`config.mk`:
```
export PLATFORM = sky130hd
export DESIGN_NAME = accel_wb_arbiter
export DESIGN_NICKNAME = d
export VERILOG_FILES = /design/src/rtl/accel_wb_pkg.sv /design/src/rtl/accel_wb_watchdog.sv /design/src/rtl/accel_wb_arbiter.sv
export SDC_FILE = /design/constraint.sdc
export NUM_CORES = 1
export LEC_CHECK = 0
export BUFFER_PORTS_ARGS = -buffer_cell sky130_fd_sc_hd__buf_2
export CORE_AREA = 2 2 125 127
export CTS_CLUSTER_SIZE = 28
export DETAILED_ROUTE_END_ITERATION = 6
export DIE_AREA = 0 0 127 129
export PLACE_DENSITY = 0.46
export SYNTH_ARGS = -nofsm -noshare
export SYNTH_HDL_FRONTEND = slang
export SYNTH_SLANG_ARGS = --single-unit
```
`constraint.sdc`:
```
create_clock -name wb_clk_i -period 7.3 [get_ports wb_clk_i]
set_input_delay 1.095 -clock wb_clk_i [delete_from_list [all_inputs] [get_ports wb_clk_i]]
set_output_delay 1.095 -clock wb_clk_i [all_outputs]
set_load 0.01 [all_outputs]
```
`src/rtl/accel_wb_pkg.sv`:
```
// -----------------------------------------------------------------------------
// accel_wb_pkg
//
// Shared types for the two-master Wishbone arbiter in front of the
// accelerator slave port:
//   arb_state_e        - arbiter FSM state (idle, owned by m0/m1, abort cycle)
//   wb_req_t           - master-to-slave Wishbone request bundle
//   wb_rsp_t           - slave-to-master Wishbone response bundle
//   ABORT_DATA_DEFAULT - read data returned when the watchdog aborts an access
//   pick_owner()       - round-robin choice among requesting masters
// -----------------------------------------------------------------------------
package accel_wb_pkg;

  typedef enum logic [1:0] {
    ST_IDLE   = 2'd0,
    ST_GRANT0 = 2'd1,
    ST_GRANT1 = 2'd2,
    ST_ABORT  = 2'd3
  } arb_state_e;

  typedef struct packed {
    logic        cyc;
    logic        stb;
    logic        we;
    logic [3:0]  sel;
    logic [31:0] adr;
    logic [31:0] dat;
  } wb_req_t;

  typedef struct packed {
    logic        ack;
    logic [31:0] dat;
  } wb_rsp_t;

  localparam logic [31:0] ABORT_DATA_DEFAULT = 32'hDEAD_BEEF;

  // Round-robin choice: a lone requester wins outright; on a tie the master
  // that was not granted last wins. No requester means the bus goes idle.
  function automatic arb_state_e pick_owner(input logic [1:0] cyc,
                                            input logic       last);
    arb_state_e st;
    st = ST_IDLE;
    if (cyc == 2'b11) begin
      st = last ? ST_GRANT0 : ST_GRANT1;
    end else if (cyc[0]) begin
      st = ST_GRANT0;
    end else if (cyc[1]) begin
      st = ST_GRANT1;
    end
    return st;
  endfunction

endpackage : accel_wb_pkg

```
`src/rtl/accel_wb_watchdog.sv`:
```
// -----------------------------------------------------------------------------
// accel_wb_watchdog
//
// Cycle counter used to detect a slave that never acknowledges a strobed
// access. It counts while en_i is high, returns to zero whenever clr_i is
// high, and flags expired_o once the count equals TIMEOUT. The count stops
// at TIMEOUT so it can never wrap back to a small value.
//
// Ports:
//   clk_i     - clock
//   rst_ni    - asynchronous active-low reset
//   clr_i     - synchronous clear (has priority over en_i)
//   en_i      - count enable
//   expired_o - count has reached TIMEOUT
// -----------------------------------------------------------------------------
module accel_wb_watchdog
  import accel_wb_pkg::*;
#(
  parameter int unsigned TIMEOUT   = 255,
  parameter int unsigned TIMEOUT_W = 8
) (
  input  logic clk_i,
  input  logic rst_ni,
  input  logic clr_i,
  input  logic en_i,
  output logic expired_o
);

  localparam logic [TIMEOUT_W-1:0] LIMIT = TIMEOUT_W'(TIMEOUT);
  localparam logic [TIMEOUT_W-1:0] ONE   = TIMEOUT_W'(1);

  logic [TIMEOUT_W-1:0] cnt_q;
  logic [TIMEOUT_W-1:0] cnt_d;

  assign expired_o = (cnt_q == LIMIT);

  always_comb begin
    cnt_d = cnt_q;
    if (clr_i) begin
      cnt_d = '0;
    end else if (en_i && !expired_o) begin
      cnt_d = cnt_q + ONE;
    end
  end

  always_ff @(posedge clk_i or negedge rst_ni) begin
    if (!rst_ni) begin
      cnt_q <= '0;
    end else begin
      cnt_q <= cnt_d;
    end
  end

endmodule : accel_wb_watchdog

```
`src/rtl/accel_wb_arbiter.sv`:
```
// -----------------------------------------------------------------------------
// accel_wb_arbiter
//
// Shares the accelerator's single Wishbone slave port between the management
// SoC (master 0) and a second on-chip master (master 1). Ownership is granted
// round-robin and held for a whole bus cycle (cyc). While a master owns the
// bus its request is passed straight through to the slave and the slave's
// ack/data straight back, so the slave's ack latency is preserved. A watchdog
// aborts an access that waits TIMEOUT cycles for ack: the owner receives one
// ack carrying ABORT_DATA and the sticky timeout flag is raised.
//
// Ports:
//   wb_clk_i, wb_rst_ni          - clock, asynchronous active-low reset
//   m0_* / m1_*                  - master-side Wishbone (cyc/stb/we/sel/adr/dat
//                                  in, ack/dat out)
//   s_*                          - accelerator slave-side Wishbone
//   grant_o                      - one-hot current owner, 2'b00 when idle
//   timeout_o / timeout_clr_i    - sticky abort flag and its clear
// -----------------------------------------------------------------------------
module accel_wb_arbiter
  import accel_wb_pkg::*;
#(
  parameter int unsigned TIMEOUT    = 255,
  parameter int unsigned TIMEOUT_W  = 8,
  parameter logic [31:0] ABORT_DATA = ABORT_DATA_DEFAULT
) (
  input  logic        wb_clk_i,
  input  logic        wb_rst_ni,
  // master 0
  input  logic        m0_cyc_i,
  input  logic        m0_stb_i,
  input  logic        m0_we_i,
  input  logic [3:0]  m0_sel_i,
  input  logic [31:0] m0_adr_i,
  input  logic [31:0] m0_dat_i,
  output logic        m0_ack_o,
  output logic [31:0] m0_dat_o,
  // master 1
  input  logic        m1_cyc_i,
  input  logic        m1_stb_i,
  input  logic        m1_we_i,
  input  logic [3:0]  m1_sel_i,
  input  logic [31:0] m1_adr_i,
  input  logic [31:0] m1_dat_i,
  output logic        m1_ack_o,
  output logic [31:0] m1_dat_o,
  // accelerator slave
  output logic        s_cyc_o,
  output logic        s_stb_o,
  output logic        s_we_o,
  output logic [3:0]  s_sel_o,
  output logic [31:0] s_adr_o,
  output logic [31:0] s_dat_o,
  input  logic        s_ack_i,
  input  logic [31:0] s_dat_i,
  // status
  output logic [1:0]  grant_o,
  output logic        timeout_o,
  input  logic        timeout_clr_i
);

  wb_req_t [1:0] m_req;
  wb_rsp_t [1:0] m_rsp;
  wb_req_t       own_req;
  wb_req_t       s_req;

  arb_state_e state_q, state_d;
  logic       last_q, last_d;
  logic       timeout_q, timeout_d;

  logic       owner;
  logic [1:0] owner_mask;
  logic [1:0] cyc_vec;
  logic       in_grant;
  logic       wd_en;
  logic       wd_clr;
  logic       wd_expired;
  logic [1:0] grant;

  assign m_req[0] = '{cyc: m0_cyc_i, stb: m0_stb_i, we: m0_we_i,
                      sel: m0_sel_i, adr: m0_adr_i, dat: m0_dat_i};
  assign m_req[1] = '{cyc: m1_cyc_i, stb: m1_stb_i, we: m1_we_i,
                      sel: m1_sel_i, adr: m1_adr_i, dat: m1_dat_i};

  assign cyc_vec = {m1_cyc_i, m0_cyc_i};

  // In ABORT the state no longer names the owner; last_q still does, because
  // it was written on entry to the GRANT state that is being aborted.
  assign owner      = (state_q == ST_GRANT1) || ((state_q == ST_ABORT) && last_q);
  assign owner_mask = owner ? 2'b10 : 2'b01;
  assign own_req    = m_req[owner];
  assign in_grant   = (state_q == ST_GRANT0) || (state_q == ST_GRANT1);

  // Count only while the owner is strobing and the slave stays silent; any
  // state change (handover, abort, return from abort) restarts the count.
  assign wd_en  = in_grant && own_req.stb && !s_ack_i;
  assign wd_clr = !wd_en || (state_d != state_q);

  accel_wb_watchdog #(
    .TIMEOUT   (TIMEOUT),
    .TIMEOUT_W (TIMEOUT_W)
  ) u_watchdog (
    .clk_i     (wb_clk_i),
    .rst_ni    (wb_rst_ni),
    .clr_i     (wd_clr),
    .en_i      (wd_en),
    .expired_o (wd_expired)
  );

  always_comb begin
    state_d   = state_q;
    last_d    = last_q;
    timeout_d = timeout_q;

    unique case (state_q)
      ST_IDLE: begin
        state_d = pick_owner(cyc_vec, last_q);
      end
      ST_GRANT0, ST_GRANT1: begin
        if (!own_req.cyc) begin
          // Owner released the bus: a waiting master takes over with no bubble.
          state_d = pick_owner(cyc_vec & ~owner_mask, last_q);
        end else if (wd_en && wd_expired) begin
          state_d = ST_ABORT;
        end
      end
      ST_ABORT: begin
        if (own_req.cyc) begin
          state_d = owner ? ST_GRANT1 : ST_GRANT0;
        end else begin
          state_d = pick_owner(cyc_vec & ~owner_mask, last_q);
        end
      end
      default: begin
        state_d = ST_IDLE;
      end
    endcase

    if (state_d == ST_GRANT0) begin
      last_d = 1'b0;
    end else if (state_d == ST_GRANT1) begin
      last_d = 1'b1;
    end

    // A new abort outranks a clear requested in the same cycle.
    if (state_d == ST_ABORT) begin
      timeout_d = 1'b1;
    end else if (timeout_clr_i) begin
      timeout_d = 1'b0;
    end
  end

  always_ff @(posedge wb_clk_i or negedge wb_rst_ni) begin
    if (!wb_rst_ni) begin
      state_q   <= ST_IDLE;
      last_q    <= 1'b1;
      timeout_q <= 1'b0;
    end else begin
      state_q   <= state_d;
      last_q    <= last_d;
      timeout_q <= timeout_d;
    end
  end

  // Output muxing is purely a function of the registered state, so the
  // asynchronous reset forces every output to zero immediately.
  always_comb begin
    s_req = '0;
    m_rsp = '0;
    grant = 2'b00;

    unique case (state_q)
      ST_GRANT0, ST_GRANT1: begin
        s_req        = own_req;
        m_rsp[owner] = '{ack: s_ack_i, dat: s_dat_i};
        grant        = owner_mask;
      end
      ST_ABORT: begin
        m_rsp[owner] = '{ack: 1'b1, dat: ABORT_DATA};
        grant        = owner_mask;
      end
      default: begin
      end
    endcase
  end

  assign s_cyc_o   = s_req.cyc;
  assign s_stb_o   = s_req.stb;
  assign s_we_o    = s_req.we;
  assign s_sel_o   = s_req.sel;
  assign s_adr_o   = s_req.adr;
  assign s_dat_o   = s_req.dat;

  assign m0_ack_o  = m_rsp[0].ack;
  assign m0_dat_o  = m_rsp[0].dat;
  assign m1_ack_o  = m_rsp[1].ack;
  assign m1_dat_o  = m_rsp[1].dat;

  assign grant_o   = grant;
  assign timeout_o = timeout_q;

endmodule : accel_wb_arbiter

```
== Word level (Yosys, flattened, before mapping) ==
Cells that the tools add are included.
Storage, ports and cells
  flip-flop bits (word level): 12
  logic and storage cells: 63
Cells by class
  add/subtract/negate cells: 1
  magnitude comparators: 2
  equal/unequal tests: 10
  multiplexer cells: 25
  bitwise operators: 3
  reductions and logical operators: 18
Operators by type and width (count)
  $mux W71: 3
  $pmux W66 S2: 1
  $and A66 B66 Y66: 1
  $demux W33 S1: 1
  $mux W33: 1
  $mux W2: 12
  $mux W8: 2
  $eq A2 B2 Y1 const B: 6
  $add A8 B1 Y8 const B: 1
  $eq A8 B8 Y1 const B: 1
  $logic_and A1 B1 Y1: 6
  $pmux W2 S3: 1
  $reduce_bool A2 Y1: 3
  $eq A2 B1 Y1 const B: 2
  $mux W1: 4
  $logic_not A1 Y1: 3
  $logic_or A1 B1 Y1: 3
  $reduce_or A3 Y1: 1
  $and A2 B2 Y2: 1
  $logic_not A2 Y1: 1
  $lt A1 B2 Y1 const B: 1
  $ne A2 B2 Y1: 1
  $not A2 Y2: 1
  $reduce_or A2 Y1: 1
  $ge A1 B1 Y1 const B: 1

== Depth between registers and ports, before layout ==
  word-level depth: 14
  depth in mapped cells: 13

== By module ==
From an unflattened synthesis, not the netlist that was laid out.
Unflattened totals
  cells, all modules: 457
  area, all modules: 2572.5 µm²
Modules (own cells, without submodules)
  accel_wb_arbiter: instances 1, cells each 410, area an instance 2103.3 µm², seq. area each 101.3 µm²
  accel_wb_watchdog: instances 1, cells each 47, area an instance 469.2 µm², seq. area each 200.2 µm²

== Worst setup path after synthesis ==
OpenSTA, ideal clock, no wires.
  path kind: reg-to-output
  start point: register state_q[0]
  end point: output port s_adr_o[22]
  arrival: 1.853 ns
  required time: 6.205 ns
  slack: 4.352 ns
  stages on the path, launching flop included: 9
  path through: dfrtp_1 > buf_2 > inv_1 > ha_1 > a21oi_2 > clkbuf_1 > buf_1 > nand2_1 > a21oi_1
Between the ends
  word-level cells in the longest chain between the ends: 6
  elaborated cells on any way between the ends: 9
Ends and longest elaborated chain
  start: declaration: RTL line accel_wb_arbiter.sv:67  | arb_state_e state_q, state_d;
  start signal: assignment: RTL line accel_wb_arbiter.sv:159  | state_q <= state_d;
  $eq A2 B2 Y1: RTL line accel_wb_arbiter.sv:89  | assign owner = (state_q == ST_GRANT1) || ((state_q == ST_ABORT) && last_q);
  $logic_and A1 B1 Y1: RTL line accel_wb_arbiter.sv:89
  $logic_or A1 B1 Y1: RTL line accel_wb_arbiter.sv:89
  $mux W71 (implied by the code) (2 in series): RTL line accel_wb_arbiter.sv:91  | assign own_req = m_req[owner];
  $mux W71 (*): RTL line accel_wb_arbiter.sv:172  | unique case (state_q)
  end: declaration: RTL line accel_wb_arbiter.sv:52  | output logic [31:0] s_adr_o,
Every way passes the cells marked *; elsewhere a longest branch is shown, timed or not. The select of a mux whose other input is x is not followed.

== Worst setup path in the final report ==
  start point: register state_q[0]
  end point: output port m1_dat_o[2]
Between the ends
  word-level cells in the longest chain between the ends: 9
  elaborated cells on any way between the ends: 13
Ends and longest elaborated chain
  $eq A2 B2 Y1: RTL line accel_wb_arbiter.sv:89, accel_wb_arbiter.sv:172
  $logic_and A1 B1 Y1: RTL line accel_wb_arbiter.sv:89
  $logic_or A1 B1 Y1: RTL line accel_wb_arbiter.sv:89
  $lt A1 B2 Y1 (implied by the code) / $ge A1 B1 Y1 (equally long branches): RTL line accel_wb_arbiter.sv:175, accel_wb_arbiter.sv:179
  $logic_and A1 B1 Y1 (implied by the code): RTL line accel_wb_arbiter.sv:175, accel_wb_arbiter.sv:179
  $mux W33 (implied by the code): RTL line accel_wb_arbiter.sv:175, accel_wb_arbiter.sv:179
  $demux W33 S1: RTL line accel_wb_arbiter.sv:175, accel_wb_arbiter.sv:179
  $and A66 B66 Y66 (no line)
  $pmux W66 S2 (*): RTL line accel_wb_arbiter.sv:172
  end: declaration: RTL line accel_wb_arbiter.sv:46  | output logic [31:0] m1_dat_o,
Every way passes the cells marked *; elsewhere a longest branch is shown, timed or not.

==> impl_results.md <==
* Status: completed
* Fill cell count at 1719
* Worst Setup Slack, final at 2.44 ns
* Required time of the critical path at 6.20 ns
* Cts repair resizes at 0
* Commonest non-fill, non-tap cell in the layout: buf_2
* Via count at ~4000
* CP bufs+invs at 2
* Cts hold-fix bufs at 0
* Starting density of the core at 0.155
* Final worst path period need at approximately 4.9 ns
* Layout cells sized above 1 at 0.451
* Avg Cell Area, Syn at between 5 and 6 um2
* Synth Area in Compound Gates at 0.288
* IR Drop Worst-Case VDD at 342 uV
* Worst-path clk slew at approximately 0.040 ns
* RD Place Congestion at 0.795
* Final setup violation count at 0
* Fin Setup TNS at 0 ns
* Post-DP HPWL at ~9800 um
* Port Buffer Count at roughly 320
* H-tree levels at 1
* Cells along the critical path: ha_1, a21o_2, buf_4, nand2_1, nor2_1, buf_2
* YS warnings at 0
* Site Rows at 45
* Residual DRC count at 0
* Total Power at 0.00212 W
* Slew HR at 0.240
* Die ar. at roughly 16000 um2
* DP Worst Slack at 2.67 ns
* Inserted Diodes at 0
* Final net count at 926
* Commonest cells after routing, fill and taps aside: 317 x buf_2, 154 x nand2_1, 104 x a21oi_1
* Total gr overflow at 0
* Synth Instances at 455
* Pre-antenna DRT Iters at 4
* IO Pins at between 300 and 400
* Final ANT Viol Nets at 0
* Core box area at 15000 um2
* Postcts setup bufs at 0
* Final period util at 0.665
* Area grow syn2layout at 77.6%
* Register area share after synthesis at 0.130
* RSZ-0062 raised after global routing: false
* Die W at 127 um
* Die Y at 129 um
* Post-synth cell types at 38
* Avg WL per Cell at ~13 um
* Tot GR Track Use at 0.130
* CP Max Fanout at 77
* First-pass GRT wire length at 17600 um
* Post-Syn Area at 2320 um2
* Clk Tree Root Cell: clkbuf_16
* Final Slew Violations at 0
* Fmax at between 0.2 and 0.25 GHz
* CP Launch Type: flop
* Clock Skew at 0.00164 ns
* Antenna violations before repair at 0
* WP data arrival at ~3.8 ns
* Hold Vio Cnt, Final at 0
* Initial drt markers at 270
* Worst skew pair latency at 0.24 ns
* Post-Synth Simple-Gate Area at 0.448
* Crit path largest cell delay at 0.97 ns
* Multiplexer share of the synthesized area at 0.0151
* Clk sink count at 12
* CP endpoint kind: primary output
* Clock Path Buffers at 2
* Synth Area in XOR/XNOR at 0.0113
* CP top delay family: simple AND/OR/NAND/NOR gates
* Yosys reg bits at 12
* CTS tree: built
* Slowest-stage cell, CP: ha_1
* Hold/Removal Path Class: flop to flop
* Total CTS buffers at 3
* P per Cell Area at between 500 and 600 nW/um2
* Actual slew at the worst max-slew pin at 1.14 ns
* Adder-cell share of the synthesized area at 0.0324
* Vias in the first global route at 3444
* WL final at 12400 um
* CP Class: flop to primary output
* Largest net degree at the start of global routing at between 70 and 80
* Largest family of logic cells by synthesized area: simple AND/OR/NAND/NOR gates
* Leak pwr at 2.41 nW
* Via-to-Cell Ratio at around 4.3
* Post-Syn Nets at 639
* Max Cap Viol at 0
cells in the mapped netlist (all sizes together):
library cell  instances  area share
mux2i                 2      0.0086
or2                   1      0.0027
o311a                 1      0.0043
a31oi                 3      0.0081
a21boi                1      0.0032
inv                   7       0.011
nand3b                2      0.0065
a21oi               105        0.23
nor4                  2      0.0054
ha                    6       0.032
xor2                  2      0.0076
nand3                 7       0.017
nand2b                1      0.0027
clkbuf               34       0.055
nand2               154        0.25
nor3b                 2      0.0065
o31a                  1      0.0038
o211ai                1      0.0032
a21o                  2      0.0070
buf                   5      0.0092
dfstp                 1       0.011
nand4                 4       0.011
xnor2                 1      0.0038
or3                   2      0.0054
o21ai                 8       0.019
o32ai                 1      0.0038
dfrtp                11        0.12
nor3                  2      0.0043
mux2                  1      0.0065
nor2                 83        0.13
a21bo                 1      0.0070
and2                  1      0.0027
metrics by stage:
| step | cells | cell area (um2) | hold slack, ns | utilization |
|---|---|---|---|---|
| final | 929 | 4120 | 0.471 | 0.275 |
| after global routing | 929 | 4120 | 0.483 | 0.275 |
| after CTS | 929 | 4120 | 0.478 | 0.275 |
| after detailed placement | 925 | 4030 | 0.469 | 0.269 |
| after global placement | 925 | 4030 | 0.465 | 0.269 |
| after floorplan | 455 | 2320 | 0.517 | - |
area by class of cell:
class | instances | area (um2) | area share
timing repair buffer | 321 | 1620 | 0.393
tap | 188 | 235 | 0.0571
sequential | 12 | 302 | 0.0732
clock buffer | 4 | 88.8 | 0.0216
inverter | 7 | 26.3 | 0.00638
multi-input combinational | 397 | 1850 | 0.449
worst paths after layout:
check | slack, ns | start | endpoint | cells after the start
worst max-delay path | 2.44 | state_q[0]$_DFF_PN0_ | m1_dat_o[2] | 6
worst min-delay path | 0.47 | timeout_o$_DFFE_PN0P_ | timeout_o$_DFFE_PN0P_ | 1
worst max register to register | 3.26 | state_q[0]$_DFF_PN0_ | last_q$_DFFE_PN1P_ | 10
worst min register to register | 0.47 | timeout_o$_DFFE_PN0P_ | timeout_o$_DFFE_PN0P_ | 1
max in group asynchronous | 6.29 | wb_rst_ni | last_q$_DFFE_PN1P_ | 1
min in group asynchronous | 0.73 | wb_rst_ni | u_watchdog.cnt_q[3]$_DFFE_PN0P_ | 1
power breakdown:
group	internal (W)	switching [W]	leakage [nW]
logic	0.000654	0.00126	2.21
registers	0.0000817	0.0000212	0.159
clock network	0.0000828	0.0000296	0.0442
total	0.000819	0.00131	2.41
registers in the layout, summed over array words and instances (netlist names):
| name | cells |
|---|---|
| state_q | 2 |
| u_watchdog.cnt_q | 8 |
| last_q | 1 |
| timeout_o | 1 |
logic make-up after synthesis:
family,after synthesis
AO/OA/AOI/OAI,124
XOR/XNOR,3
adder cells (fa/ha/maj),6
buffers and inverters,46
flip-flops,12
multiplexers,3
AND/OR/NAND/NOR,261
routing by layer:
layer  vias to the layer above  GRT usage  routed length (um)
met5                         -          0                   0
met4                         0     0.0155                  54
met3                         5     0.0146                 990
met2                       222      0.258                6600
met1                      1673      0.153                4790
li1                       2065          -                   -
No activity file was read; power rests on OpenSTA's default activity.
